File: src/rtl/mem_port_arbiter.sv
// mem_port_arbiter: shares one single-ported, variable-latency memory between
// the instruction-fetch (IF) and data-memory (MEM) pipeline stages.
//
// Ports:
//   clk, reset              clock, synchronous active-low reset
//   i_req/i_addr            IF read request (held until i_done)
//   i_rdata/i_done          IF read data and one-cycle completion pulse
//   d_req/d_we/d_addr/d_wdata  MEM request (held until d_done)
//   d_rdata/d_done          MEM load data and one-cycle completion pulse
//   mem_req/mem_we/mem_addr/mem_wdata  registered memory request side
//   mem_rdata/mem_ack       memory response (data valid with ack)
//   stall_if/stall_mem      combinational stall outputs to the pipeline
module mem_port_arbiter #(
  parameter int unsigned AW           = 32,
  parameter int unsigned DW           = 32,
  parameter int unsigned MAX_D_STREAK = 4
) (
  input  logic          clk,
  input  logic          reset,
  input  logic          i_req,
  input  logic [AW-1:0] i_addr,
  output logic [DW-1:0] i_rdata,
  output logic          i_done,
  input  logic          d_req,
  input  logic          d_we,
  input  logic [AW-1:0] d_addr,
  input  logic [DW-1:0] d_wdata,
  output logic [DW-1:0] d_rdata,
  output logic          d_done,
  output logic          mem_req,
  output logic          mem_we,
  output logic [AW-1:0] mem_addr,
  output logic [DW-1:0] mem_wdata,
  input  logic [DW-1:0] mem_rdata,
  input  logic          mem_ack,
  output logic          stall_if,
  output logic          stall_mem
);

  localparam int unsigned SW = 4;
  localparam logic [SW-1:0] STREAK_MAX = SW'(MAX_D_STREAK);

  typedef enum logic [1:0] {
    IDLE  = 2'd0,
    IBUSY = 2'd1,
    DBUSY = 2'd2
  } state_e;

  state_e          state_q, state_d;
  logic [SW-1:0]   streak_q, streak_d;
  logic            mem_req_q, mem_req_d;
  logic            mem_we_q, mem_we_d;
  logic [AW-1:0]   mem_addr_q, mem_addr_d;
  logic [DW-1:0]   mem_wdata_q, mem_wdata_d;
  logic            i_done_q, i_done_d;
  logic            d_done_q, d_done_d;
  logic [DW-1:0]   i_rdata_q, i_rdata_d;
  logic [DW-1:0]   d_rdata_q, d_rdata_d;

  logic ei_c, ed_c, grant_d_c, grant_i_c;

  // Effective requests: a port is masked in the cycle its done pulse is out
  assign ei_c = i_req & ~i_done_q;
  assign ed_c = d_req & ~d_done_q;

  // Data wins unless it has used up its streak while IF is waiting
  assign grant_d_c = (state_q == IDLE) & ed_c & ((streak_q < STREAK_MAX) | ~ei_c);
  assign grant_i_c = (state_q == IDLE) & ~grant_d_c & ei_c;

  // State and output registers
  always_ff @(posedge clk) begin
    if (!reset) begin
      state_q     <= IDLE;
      streak_q    <= '0;
      mem_req_q   <= 1'b0;
      mem_we_q    <= 1'b0;
      mem_addr_q  <= '0;
      mem_wdata_q <= '0;
      i_done_q    <= 1'b0;
      d_done_q    <= 1'b0;
      i_rdata_q   <= '0;
      d_rdata_q   <= '0;
    end else begin
      state_q     <= state_d;
      streak_q    <= streak_d;
      mem_req_q   <= mem_req_d;
      mem_we_q    <= mem_we_d;
      mem_addr_q  <= mem_addr_d;
      mem_wdata_q <= mem_wdata_d;
      i_done_q    <= i_done_d;
      d_done_q    <= d_done_d;
      i_rdata_q   <= i_rdata_d;
      d_rdata_q   <= d_rdata_d;
    end
  end

  // Next-state logic
  always_comb begin
    state_d = state_q;
    case (state_q)
      IDLE: begin
        if (grant_d_c) begin
          state_d = DBUSY;
        end else if (grant_i_c) begin
          state_d = IBUSY;
        end
      end
      IBUSY, DBUSY: begin
        if (mem_ack) begin
          state_d = IDLE;
        end
      end
      default: state_d = IDLE;
    endcase
  end

  // Output / datapath next values
  always_comb begin
    streak_d    = streak_q;
    mem_addr_d  = mem_addr_q;
    mem_wdata_d = mem_wdata_q;
    i_rdata_d   = i_rdata_q;
    d_rdata_d   = d_rdata_q;
    i_done_d    = 1'b0;
    d_done_d    = 1'b0;
    mem_req_d   = (state_d != IDLE);
    // Latched store flag survives only while the data transaction is open
    mem_we_d    = (state_d == DBUSY) ? mem_we_q : 1'b0;

    if (grant_d_c) begin
      mem_addr_d  = d_addr;
      mem_wdata_d = d_wdata;
      mem_we_d    = d_we;
      if (ei_c) begin
        streak_d = (streak_q >= STREAK_MAX) ? STREAK_MAX : streak_q + SW'(1);
      end else begin
        streak_d = SW'(1);
      end
    end

    if (grant_i_c) begin
      mem_addr_d = i_addr;
      mem_we_d   = 1'b0;
      streak_d   = '0;
    end

    if (mem_ack && (state_q == IBUSY)) begin
      i_rdata_d = mem_rdata;
      i_done_d  = 1'b1;
    end

    if (mem_ack && (state_q == DBUSY)) begin
      d_rdata_d = mem_rdata;
      d_done_d  = 1'b1;
    end
  end

  assign mem_req   = mem_req_q;
  assign mem_we    = mem_we_q;
  assign mem_addr  = mem_addr_q;
  assign mem_wdata = mem_wdata_q;
  assign i_done    = i_done_q;
  assign d_done    = d_done_q;
  assign i_rdata   = i_rdata_q;
  assign d_rdata   = d_rdata_q;

  assign stall_if  = i_req & ~i_done_q;
  assign stall_mem = d_req & ~d_done_q;

endmodule

File: config.mk
export PLATFORM = sky130hd
export DESIGN_NAME = mem_port_arbiter
export DESIGN_NICKNAME = d
export VERILOG_FILES = /design/src/rtl/mem_port_arbiter.sv
export SDC_FILE = /design/constraint.sdc
export NUM_CORES = 1
export LEC_CHECK = 0
export CORE_MARGIN = 5
export CORE_UTILIZATION = 34
export DETAILED_ROUTE_END_ITERATION = 10
export DONT_BUFFER_PORTS = 1
export GPL_TIMING_DRIVEN = 0
export PLACE_DENSITY = 0.52
export SLEW_MARGIN = 20
export SYNTH_ARGS = -nofsm -noshare
export SYNTH_HDL_FRONTEND = slang
export SYNTH_SLANG_ARGS = --single-unit
File: constraint.sdc
create_clock -name clk -period 2.3 [get_ports clk]
set_input_delay 0.46 -clock clk [delete_from_list [all_inputs] [get_ports clk]]
set_output_delay 0.46 -clock clk [all_outputs]
set_load 0.1 [all_outputs]
==> results.txt, run 1 <==
Initial antenna violation count = 0
Dpl cell area = 0.005603 mm^2
Slew @ Worst Pin = 1.051 ns
1st-iter DRT viols = 124
RSZ-0062 raised after global routing = no
Mapped Nets = 754
Cell Chain, Critical Path = nand2b_2 > clkinvlp_4 > o21ai_1 > nand2_1 > or3_1 > a21oi_1
Sequential area share after synthesis = 51.76%
Die area = 0.01830 mm^2
CP Capture Type = flop
Max IR drop VDD = 0.5944 mV
Flop2flop setup slack = 0.13 ns
First-pass GRT wire length = 24.18 mm
Max Clk Rate = 0.4609 GHz
Status = finished clean
Crit Path Max Fanout = 4
Slowest stage delay, CP = 0.55 ns
Hold Path Class = in2reg
Final min period = 2.170 ns
Design area = 0.006277 mm^2
Worst Hold Launch = d_wdata[19]
Max-slew headroom = 29.83%
Clock power share = 42.4%
Global Route Usage Sum = 17.17%
CP arrival = 2.51 ns
Highest Signal Layer = met4
Die Y = 135.3 um
Core footprint = 0.01531 mm^2
Metal3 WL = 2.077 mm
Total power = 7.086 mW
PortBufs = 0
Period utilization = 94.34%
Placer Congestion = 0.7379
Largest net degree at the start of global routing = 17
#FFs+latches synth = 138
Max Cap Viol = 0
Num CTS Buffers = 17
Final worst slack = 0.1301 ns
Cts hold-fix bufs = 0
WHS Endpoint = mem_wdata[19]
Worst Skew = 0.008279 ns
Worst R2R Start = i_done
PwrDens = 1129 mW/mm^2
Synthesized area = 0.005338 mm^2
Reg power frac = 50.6%
Share of cells above drive strength 1 = 8.810%
DR WL met2 = 8.228 mm
CP Launch Type = flop
Routed WL = 16.29 mm
Final Core Density = 40.99%
Crit Path Category = reg2reg
Filler cells = 1543
CTS tree = done
M1 WL = 5.893 mm
Skew-Pair Late Insertion Delay = 0.41 ns
Clk sink count = 138
Worst slack, placed = -0.3842 ns
P_sw = 2.399 mW
Commonest non-fill, non-tap cell in the layout = nand2_1
Grt total ovfl = 0
Clock buffer depth = 2
Worst Hold Depth = 2
Starting Density = 34.85%
Vias in the first global route = 4361
Hold Vio Cnt, Final = 0
Final setup vio count = 0
CTS clk-pin slew, worst paths = 0.06 ns
Mean Syn Cell Area = 8.679 um^2
Top Ports = 268
Final routed DRC violation total = 0
Syn. warnings = 0
Clk root buf = clkbuf_16
# H-tree levels = 4
# rows = 45
Post-DP HPWL = 12.70 mm
Reg2reg end = mem_we
Vias = 4251
Leakage = 2.219 nW
Die width = 135.3 um
Distinct cells, synth = 28
Pre-Repair DR Iteration Count = 4
Most frequent cells in the layout = 230 x nand2_1, 136 x dfxtp_1, 118 x a21boi_0, 34 x a22oi_1, 31 x clkbuf_1
Slowest CP cell = dfxtp_4
Routed Antenna Nets = 0
Gate power share = 7.0%
Worst reg-to-reg path cell count = 6
Setup repair bufs after CTS = 0
Vias per Instance = 4.949
Max Slew Vio Count = 0
Syn-to-layout area delta = 17.60%
Switch share = 33.86%
Internal Pwr Total = 4.687 mW
WP data required = 2.64 ns
Layout Nets = 773
Final hold slack = 0.1799 ns
Mapped Cells = 615
WL/cell = 18.96 um
==> registers in the layout, summed over array words and instances (netlist names), 2 cells and up <==
register and cells:
i_rdata 32, mem_wdata 32, state_q 2, d_rdata 32
mem_addr 32, streak_q 4
==> critical path: cells and delay by family, from the launching register on <==
kind            cells  cell delay, ns
buf+inv             1            0.46
compound gates      2            0.40
flops               1            0.55
simple gates        3            0.70
==> metal layers <==
metal,GRT usage (%),vias to the layer above
li1,-,2080
met2,30.61,191
met3,9.881,9
met5,0,-
met1,17.45,1971
met4,3.695,0
==> kinds of logic (layout without fill, tap and decap cells) <==
| logic type | after synthesis | in the layout | share of synthesized area [%] |
|---|---|---|---|
| flip-flops | 138 | 138 | 51.76 |
| adder cells (fa/ha/maj) | 5 | 5 | 1.172 |
| buffers and inverters | 50 | 82 | 4.079 |
| AND/OR/NAND/NOR | 248 | 248 | 18.31 |
| AO/OA/AOI/OAI | 174 | 174 | 24.68 |
| other | 0 | 1 | 0 |
==> cell type report <==
cell class / count / area, um^2 / area share, %
antenna: 1 / 2.502 / 0.03986
buffer: 46 / 209.0 / 3.329
clock buffer: 23 / 498.0 / 7.933
clock inverter: 9 / 157.7 / 2.511
inverter: 4 / 18.77 / 0.2990
multi-input combinational: 427 / 2360 / 37.59
sequential: 138 / 2768 / 44.09
tap: 211 / 264.0 / 4.206
==> power groups by stage <==
stage                     Combinational, mW  Clock [mW]  Sequential, mW
after global routing                  0.570        3.18            3.60
final                                 0.498        3.00            3.59
after CTS                             0.509        3.07            3.59
after global placement                0.487           0            3.64
after detailed placement              0.505           0            3.64
after floorplan                       0.383           0            3.60
==> worst max path at each step <==
stage | startpoint | endpoint | slack, ns | cells past startpoint
floorplan | d_done | mem_addr[10] | 0.04 | 7
global placement | d_done | mem_addr[9] | -0.30 | 7
detailed placement | d_done | mem_wdata[21] | -0.38 | 7
CTS | i_done | mem_we | 0.001 | 6
global route | d_done | mem_wdata[20] | 0.001 | 7
finish | i_done | mem_we | 0.13 | 6
==> per-stage QoR <==
| stage | setup TNS (ns) | cells |
|---|---|---|
| 2_1_floorplan | 0 | 615 |
| 3_3_place_gp | -18.76 | 826 |
| 3_5_place_dp | -22.39 | 826 |
| 4_1_cts | 0 | 858 |
| 5_1_grt | 0 | 858 |
| 6_report | 0 | 859 |
==> cell usage after synthesis (all sizes together) <==
cell type	n	area (um^2)
nand2	230	863.3
dfxtp	138	2763
a21boi	129	979.7
a22oi	34	255.2
clkbuf	30	112.6
buf	16	90.09
ha	5	62.56
and2	4	25.02
inv	4	15.01
nor2	4	20.02
a21oi	3	15.01
nand2b	3	18.77
o211a	3	30.03
and3	2	12.51
o211ai	2	20.02
o21ai	2	10.01
and3b	1	12.51
nand3b	1	7.510
nor2b	1	6.260
nor3	1	5.000
o21a	1	7.510
or3	1	6.260
==> repair_timing <==
item                                    in CTS  in global routing
endpoints found under the setup margin      74                 18
pin swaps                                    0                  0
cloned                                       0                  0
gates resized for setup                      4                  3
No activity file was read; power rests on OpenSTA's default activity.
==> run 2: changes to the inputs <==
--- a/config.mk
+++ b/config.mk
@@ -10,7 +10,7 @@
 export DETAILED_ROUTE_END_ITERATION = 10
 export DONT_BUFFER_PORTS = 1
 export GPL_TIMING_DRIVEN = 0
-export PLACE_DENSITY = 0.52
+export PLACE_DENSITY = 0.54
 export SLEW_MARGIN = 20
 export SYNTH_ARGS = -nofsm -noshare
 export SYNTH_HDL_FRONTEND = slang
==> constraint.sdc (replaced) <==
create_clock -name clk -period 1.9 [get_ports clk]
set_input_delay 0.38 -clock clk [delete_from_list [all_inputs] [get_ports clk]]
set_output_delay 0.38 -clock clk [all_outputs]
set_load 0.1 [all_outputs]
==> run 2 against run 1 <==
Compared with the run above: highest routed layer unchanged; largest power group unchanged; clock power up 15%; clock skew up 0.0046 ns; non-clock buffer count up 15; final cell count up 1.6%; the run now ends with setup timing left.
==> results.txt, run 2 (synthesized netlist as in run 1, its figures left out) <==
Vias = 4323 (was 4251)
Flop2flop setup slack = -0.20 ns (was 0.13 ns)
Vias per Instance = 4.952 (was 4.949)
Share of cells above drive strength 1 = 15.56% (was 8.810%)
Slowest CP cell = dfxtp_4 (unchanged)
WHS Endpoint = i_rdata[6] (was mem_wdata[19])
PortBufs = 0 (unchanged)
Worst Hold Depth = 2 (unchanged)
Most frequent cells in the layout = 217 x nand2_1, 136 x dfxtp_1, 73 x a21boi_0, 51 x a21boi_1, 30 x a22oi_1 (was 230 x nand2_1, 136 x dfxtp_1, 118 x a21boi_0, 34 x a22oi_1, 31 x clkbuf_1)
Grt total ovfl = 0 (unchanged)
Max Clk Rate = 0.4755 GHz (was 0.4609 GHz)
Design area = 0.006624 mm^2 (was 0.006277 mm^2)
Worst reg-to-reg path cell count = 6 (unchanged)
Routed Antenna Nets = 0 (unchanged)
Max Slew Vio Count = 0 (unchanged)
Clk root buf = clkbuf_16 (unchanged)
Routed WL = 16.28 mm (was 16.29 mm)
Final min period = 2.103 ns (was 2.170 ns)
Crit Path Category = reg2reg (unchanged)
N_diodes = 0 (was 1)
Clk sink count = 138 (unchanged)
M1 WL = 5.810 mm (was 5.893 mm)
Reg2reg end = mem_we (unchanged)
Violated checks = setup timing
Initial antenna violation count = 0 (unchanged)
Dpl cell area = 0.005615 mm^2 (was 0.005603 mm^2)
WP data required = 2.24 ns (was 2.64 ns)
# H-tree levels = 4 (unchanged)
Core footprint = 0.01531 mm^2 (unchanged)
Max Cap Viol = 0 (unchanged)
Status = finished with violations (was finished clean)
Worst slack, placed = -0.3408 ns (was -0.3842 ns)
Layout Nets = 788 (was 773)
Cell Chain, Critical Path = nand2b_4 > clkinvlp_4 > o21ai_2 > nand2_1 > or3_1 > a21oi_1 (was nand2b_2 > clkinvlp_4 > o21ai_1 > nand2_1 > or3_1 > a21oi_1)
Period utilization = 110.7% (was 94.34%)
1st-iter DRT viols = 120 (was 124)
Hold Path Class = in2reg (unchanged)
Die area = 0.01830 mm^2 (unchanged)
Pre-Repair DR Iteration Count = 4 (unchanged)
Final worst slack = -0.2029 ns (was 0.1301 ns)
CP Launch Point = i_done (unchanged)
Crit Path Max Fanout = 3 (was 4)
Max-slew headroom = 30.32% (was 29.83%)
Global Route Usage Sum = 16.70% (was 17.17%)
Highest Signal Layer = met4 (unchanged)
DR WL met2 = 8.187 mm (was 8.228 mm)
First-pass GRT wire length = 23.65 mm (was 24.18 mm)
WL/cell = 18.64 um (was 18.96 um)
Top Ports = 268 (unchanged)
Commonest non-fill, non-tap cell in the layout = nand2_1 (unchanged)
Post-DP HPWL = 12.53 mm (was 12.70 mm)
Hold Vio Cnt, Final = 0 (unchanged)
Leakage = 2.400 nW (was 2.219 nW)
Placer Congestion = 0.7709 (was 0.7379)
CP arrival = 2.45 ns (was 2.51 ns)
RSZ-0062 raised after global routing = yes (was no)
Slew @ Worst Pin = 1.044 ns (was 1.051 ns)
Largest net degree at the start of global routing = 17 (unchanged)
PwrDens = 1297 mW/mm^2 (was 1129 mW/mm^2)
Skew-Pair Late Insertion Delay = 0.42 ns (was 0.41 ns)
Die Y = 135.3 um (unchanged)
Num CTS Buffers = 17 (unchanged)
Die width = 135.3 um (unchanged)
Final setup vio count = 33 (was 0)
Vias in the first global route = 4285 (was 4361)
# rows = 45 (unchanged)
CP Launch Type = flop (unchanged)
Syn-to-layout area delta = 24.10% (was 17.60%)
CTS clk-pin slew, worst paths = 0.06 ns (about the same)
Max IR drop VDD = 0.6022 mV (was 0.5944 mV)
Worst Skew = 0.01293 ns (was 0.008279 ns)
Slowest stage delay, CP = 0.55 ns (about the same)
CTS tree = done (unchanged)
Metal3 WL = 2.112 mm (was 2.077 mm)
Final routed DRC violation total = 0 (unchanged)
Starting Density = 34.85% (unchanged)
CP Capture Type = flop (unchanged)
Worst R2R Start = i_done (unchanged)
Clock buffer depth = 2 (unchanged)
Worst Hold Launch = mem_rdata[6] (was d_wdata[19])
==> run 2: final cells by class <==
type	count	area (um^2)
inverters	4	18.77
fillers	1530	8691
clock buffers	22	484.2
plain buffers	44	277.8
multi-input cells	427	2482
well taps	211	264.0
flip-flops and latches	138	2770
clock inverters	10	138.9
repair buffers	17	187.7
==> run 2: metal layers <==
layer,vias up,track usage (%)
met4,0,4.983
met1,2005,16.79
met5,-,0
li1,2117,-
met3,12,9.547
met2,189,29.37
==> run 2: worst max-delay path, delay by kind of cell (launching register included) <==
family	cells	cell delay (ns)
and+or+nand+nor	3	0.65
DFF	1	0.55
AOI/OAI and AO/OA	2	0.40
buffers and inverters	1	0.44
==> run 2: where the power goes <==
group	internal, mW	switching [mW]
clock	2.20	1.24
combinational	0.376	0.430
sequential	3.06	1.29
==> run 2: timing repair <==
action                                  in CTS  in global routing
cloned                                       0                  4
pin swaps                                    4                 31
endpoints found under the setup margin      73                 88
buffers inserted                             4                  9
gates resized for setup                     18                107
hold buffers                                 0                  0
==> run 2: how the worst max path moves through the flow <==
stage / end / depth (start not counted)
after floorplan: mem_we / 6
after global placement: mem_we / 6
after detailed placement: i_rdata[2] / 4
after CTS: mem_we / 6
after global routing: mem_we / 6
final: mem_we / 6
==> run 2: stage by stage <==
stage	TNS, ns	util (%)	instances	total power [mW]	hold slack, ns
4_1_cts	-0.4866	41.28	862	8.543	0.07367
6_report	-2.972	43.25	873	8.593	0.09204
5_1_grt	-6.218	43.25	873	8.921	0.08964
2_1_floorplan	-0.1282	-	615	4.818	0.4258
3_5_place_dp	-25.84	36.67	826	5.019	0.4456
3_3_place_gp	-21.81	36.67	826	4.989	0.4369
==> run 3: changes to the inputs <==
--- a/config.mk
+++ b/config.mk
@@ -5,6 +5,7 @@
 export SDC_FILE = /design/constraint.sdc
 export NUM_CORES = 1
 export LEC_CHECK = 0
+export CORE_ASPECT_RATIO = 0.9
 export CORE_MARGIN = 5
 export CORE_UTILIZATION = 34
 export DETAILED_ROUTE_END_ITERATION = 10
==> run 3 against run 2 <==
Compared with the run above: the flow still finishes with violations (setup timing); routed wire length is 0.16% higher; setup slack lost 0.048 ns; first-iteration DRC count fell by 0.83%; final cell count is 2.1% lower; cell area fell by 3.8%; critical path depth unchanged; clock skew decreased by 0.0014 ns; combinational power shrank 14%; count of clock-buffer cells in the layout is 4 higher; clock power shrank 6.1%; highest routed layer unchanged.
==> results.txt, run 3 (synthesized netlist as in run 1, its figures left out) <==
Status = finished with violations (unchanged)
Violated checks = setup timing (unchanged)
Most frequent cells in the layout = 230 x nand2_1, 135 x dfxtp_1, 105 x a21boi_0, 32 x a22oi_1, 31 x clkbuf_1 (was 217 x nand2_1, 136 x dfxtp_1, 73 x a21boi_0, 51 x a21boi_1, 30 x a22oi_1)
Slowest CP cell = dfxtp_4 (unchanged)
Multi-input logic area = 0.002424 mm^2 (was 0.002482 mm^2)
Slew @ Worst Pin = 1.024 ns (was 1.044 ns)
Dpl cell area = 0.005604 mm^2 (was 0.005615 mm^2)
Total power = 8.266 mW (was 8.593 mW)
Sequential cell area = 0.002771 mm^2 (was 0.002770 mm^2)
Post-DP HPWL = 12.78 mm (was 12.53 mm)
Bufs and invs on worst path = 1 (unchanged)
Internal Pwr Total = 5.400 mW (was 5.640 mW)
Die area = 0.01831 mm^2 (was 0.01830 mm^2)
Initial antenna violation count = 0 (unchanged)
CP Capture Type = flop (unchanged)
Core footprint = 0.01539 mm^2 (was 0.01531 mm^2)
Layout Nets = 779 (was 788)
Routed WL = 16.30 mm (was 16.28 mm)
Hold Vio Cnt, Final = 0 (unchanged)
Crit Path Max Fanout = 3 (unchanged)
Num CTS Buffers = 17 (unchanged)
Max Cap Viol = 0 (unchanged)
Highest Signal Layer = met4 (unchanged)
Final setup vio count = 4 (was 33)
Die Y = 128.9 um (was 135.3 um)
Top Ports = 268 (unchanged)
WP data required = 2.23 ns (was 2.24 ns)
PwrDens = 1297 mW/mm^2 (about the same)
Final min period = 2.151 ns (was 2.103 ns)
Period utilization = 113.2% (was 110.7%)
Final worst slack = -0.2510 ns (was -0.2029 ns)
Global Route Usage Sum = 17.41% (was 16.70%)
Share of cells above drive strength 1 = 10.87% (was 15.56%)
Clock power share = 39.1% (was 40.1%)
N_diodes = 0 (unchanged)
Crit Path Category = reg2reg (unchanged)
Vias in the first global route = 4470 (was 4285)
Max Slew Vio Count = 0 (unchanged)
Clk root buf = clkbuf_16 (unchanged)
Cell count along the critical path = 6 (unchanged)
Vias per Instance = 4.970 (was 4.952)
Syn-to-layout area delta = 19.39% (was 24.10%)
Design area = 0.006372 mm^2 (was 0.006624 mm^2)
Commonest non-fill, non-tap cell in the layout = nand2_1 (unchanged)
WL/cell = 19.07 um (was 18.64 um)
Largest net degree at the start of global routing = 17 (unchanged)
Metal3 WL = 2.059 mm (was 2.112 mm)
Die width = 142.1 um (was 135.3 um)
Gate power share = 8.3% (was 9.4%)
CTS clk-pin slew, worst paths = 0.06 ns (about the same)
PortBufs = 0 (unchanged)
Clk sink count = 138 (unchanged)
Max IR drop VDD = 0.5927 mV (was 0.6022 mV)
Vias = 4249 (was 4323)
CP top delay family = simple AND/OR/NAND/NOR gates (unchanged)
Switch share = 34.67% (was 34.36%)
Worst Hold Depth = 2 (unchanged)
Hold Path Class = in2reg (unchanged)
RSZ-0062 raised after global routing = yes (unchanged)
CP arrival = 2.49 ns (was 2.45 ns)
Max Clk Rate = 0.4649 GHz (was 0.4755 GHz)
Leakage = 2.272 nW (was 2.400 nW)
Final Core Density = 41.41% (was 43.25%)
First-pass GRT wire length = 24.45 mm (was 23.65 mm)
DR WL met2 = 8.197 mm (was 8.187 mm)
Cell Chain, Critical Path = nand2b_4 > clkinvlp_4 > o21ai_2 > nand2_1 > or3_1 > a21oi_2 (was nand2b_4 > clkinvlp_4 > o21ai_2 > nand2_1 > or3_1 > a21oi_1)
Max-slew headroom = 31.62% (was 30.32%)
# rows = 43 (was 45)
Filler cells = 1583 (was 1530)
Skew-Pair Late Insertion Delay = 0.41 ns (was 0.42 ns)
Final routed DRC violation total = 0 (unchanged)
Cts hold-fix bufs = 0 (unchanged)
Worst reg-to-reg path cell count = 6 (unchanged)
Starting Density = 34.69% (was 34.85%)
Routed Antenna Nets = 0 (unchanged)
P_sw = 2.866 mW (was 2.953 mW)
Slowest stage delay, CP = 0.56 ns (was 0.55 ns)
1st-iter DRT viols = 119 (was 120)
Pre-Repair DR Iteration Count = 4 (unchanged)
CTS tree = done (unchanged)
M1 WL = 5.944 mm (was 5.810 mm)
Worst Skew = 0.01154 ns (was 0.01293 ns)
Grt total ovfl = 0 (unchanged)
# H-tree levels = 4 (unchanged)
CP Launch Type = flop (unchanged)
Reg power frac = 52.5% (was 50.6%)
Clock buffer depth = 2 (unchanged)
Placer Congestion = 0.8412 (was 0.7709)
==> run 3: changes by cell type in the layout (fill, tap and decap cells not counted), moves of 3 or more <==
cell	previous run	this run
nand2_2	12	0
a21boi_1	51	23
a21boi_0	73	105
clkbuf_8	4	1
buf_8	6	0
clkbuf_1	24	31
buf_4	11	6
nand2_1	217	230
a21boi_2	4	0
==> run 3: final cells by class <==
class                           instances  share of cell area [%]
Sequential cell                       138                   43.49
Multi-Input combinational cell        427                   38.03
Inverter                                4                  0.2945
Buffer                                 46                   4.339
Tap cell                              202                   3.966
Clock inverter                          6                   1.355
Clock buffer                           26                   7.697
Timing Repair Buffer                    6                  0.8247
==> run 3: worst register-to-register path, delay by kind of cell, from the launching register on <==
kind / cells / cell delay [ns]
compound gates: 2 / 0.40
buf+inv: 1 / 0.44
flops: 1 / 0.56
simple gates: 3 / 0.68
==> run 3: routing by layer <==
layer / track usage (%) / up-vias
met4: 4.458 / 0
met2: 30.61 / 176
met3: 9.588 / 7
met1: 18.12 / 1970
li1: - / 2096
met5: 0 / -
==> run 3: repair_timing <==
action	4_1_cts	5_1_grt
pin swaps	3	6
resized for setup	19	43
endpoints found under the setup margin	72	85
buffers inserted	2	4
gates cloned	0	1
==> run 3: power groups by stage <==
stage / sequential (mW) / clock, mW / combinational (mW)
floorplan: 4.35 / 0 / 0.467
global placement: 4.40 / 0 / 0.591
detailed placement: 4.41 / 0 / 0.619
CTS: 4.35 / 3.31 / 0.651
global route: 4.36 / 3.46 / 0.785
finish: 4.34 / 3.23 / 0.690
==> run 3: worst paths after layout <==
path / start / end / slack [ns]
hold / removal: mem_rdata[5] / i_rdata[5] / 0.11
setup reg to reg: i_done / mem_we / -0.25
hold reg to reg: streak_q[3] / streak_q[3] / 0.45
setup / recovery: i_done / mem_we / -0.25
==> run 3: per-stage QoR <==
step                setup slack, ns  hold slack [ns]  TNS [ns]  cells
floorplan                   -0.1282           0.4258   -0.1282    615
global placement            -0.2879           0.4374    -20.64    817
detailed placement          -0.3183           0.4466    -23.46    817
CTS                         -0.2701          0.08807   -0.5754    851
global route                -0.3453          0.07890    -1.147    855
finish                      -0.2510           0.1079   -0.5171    855
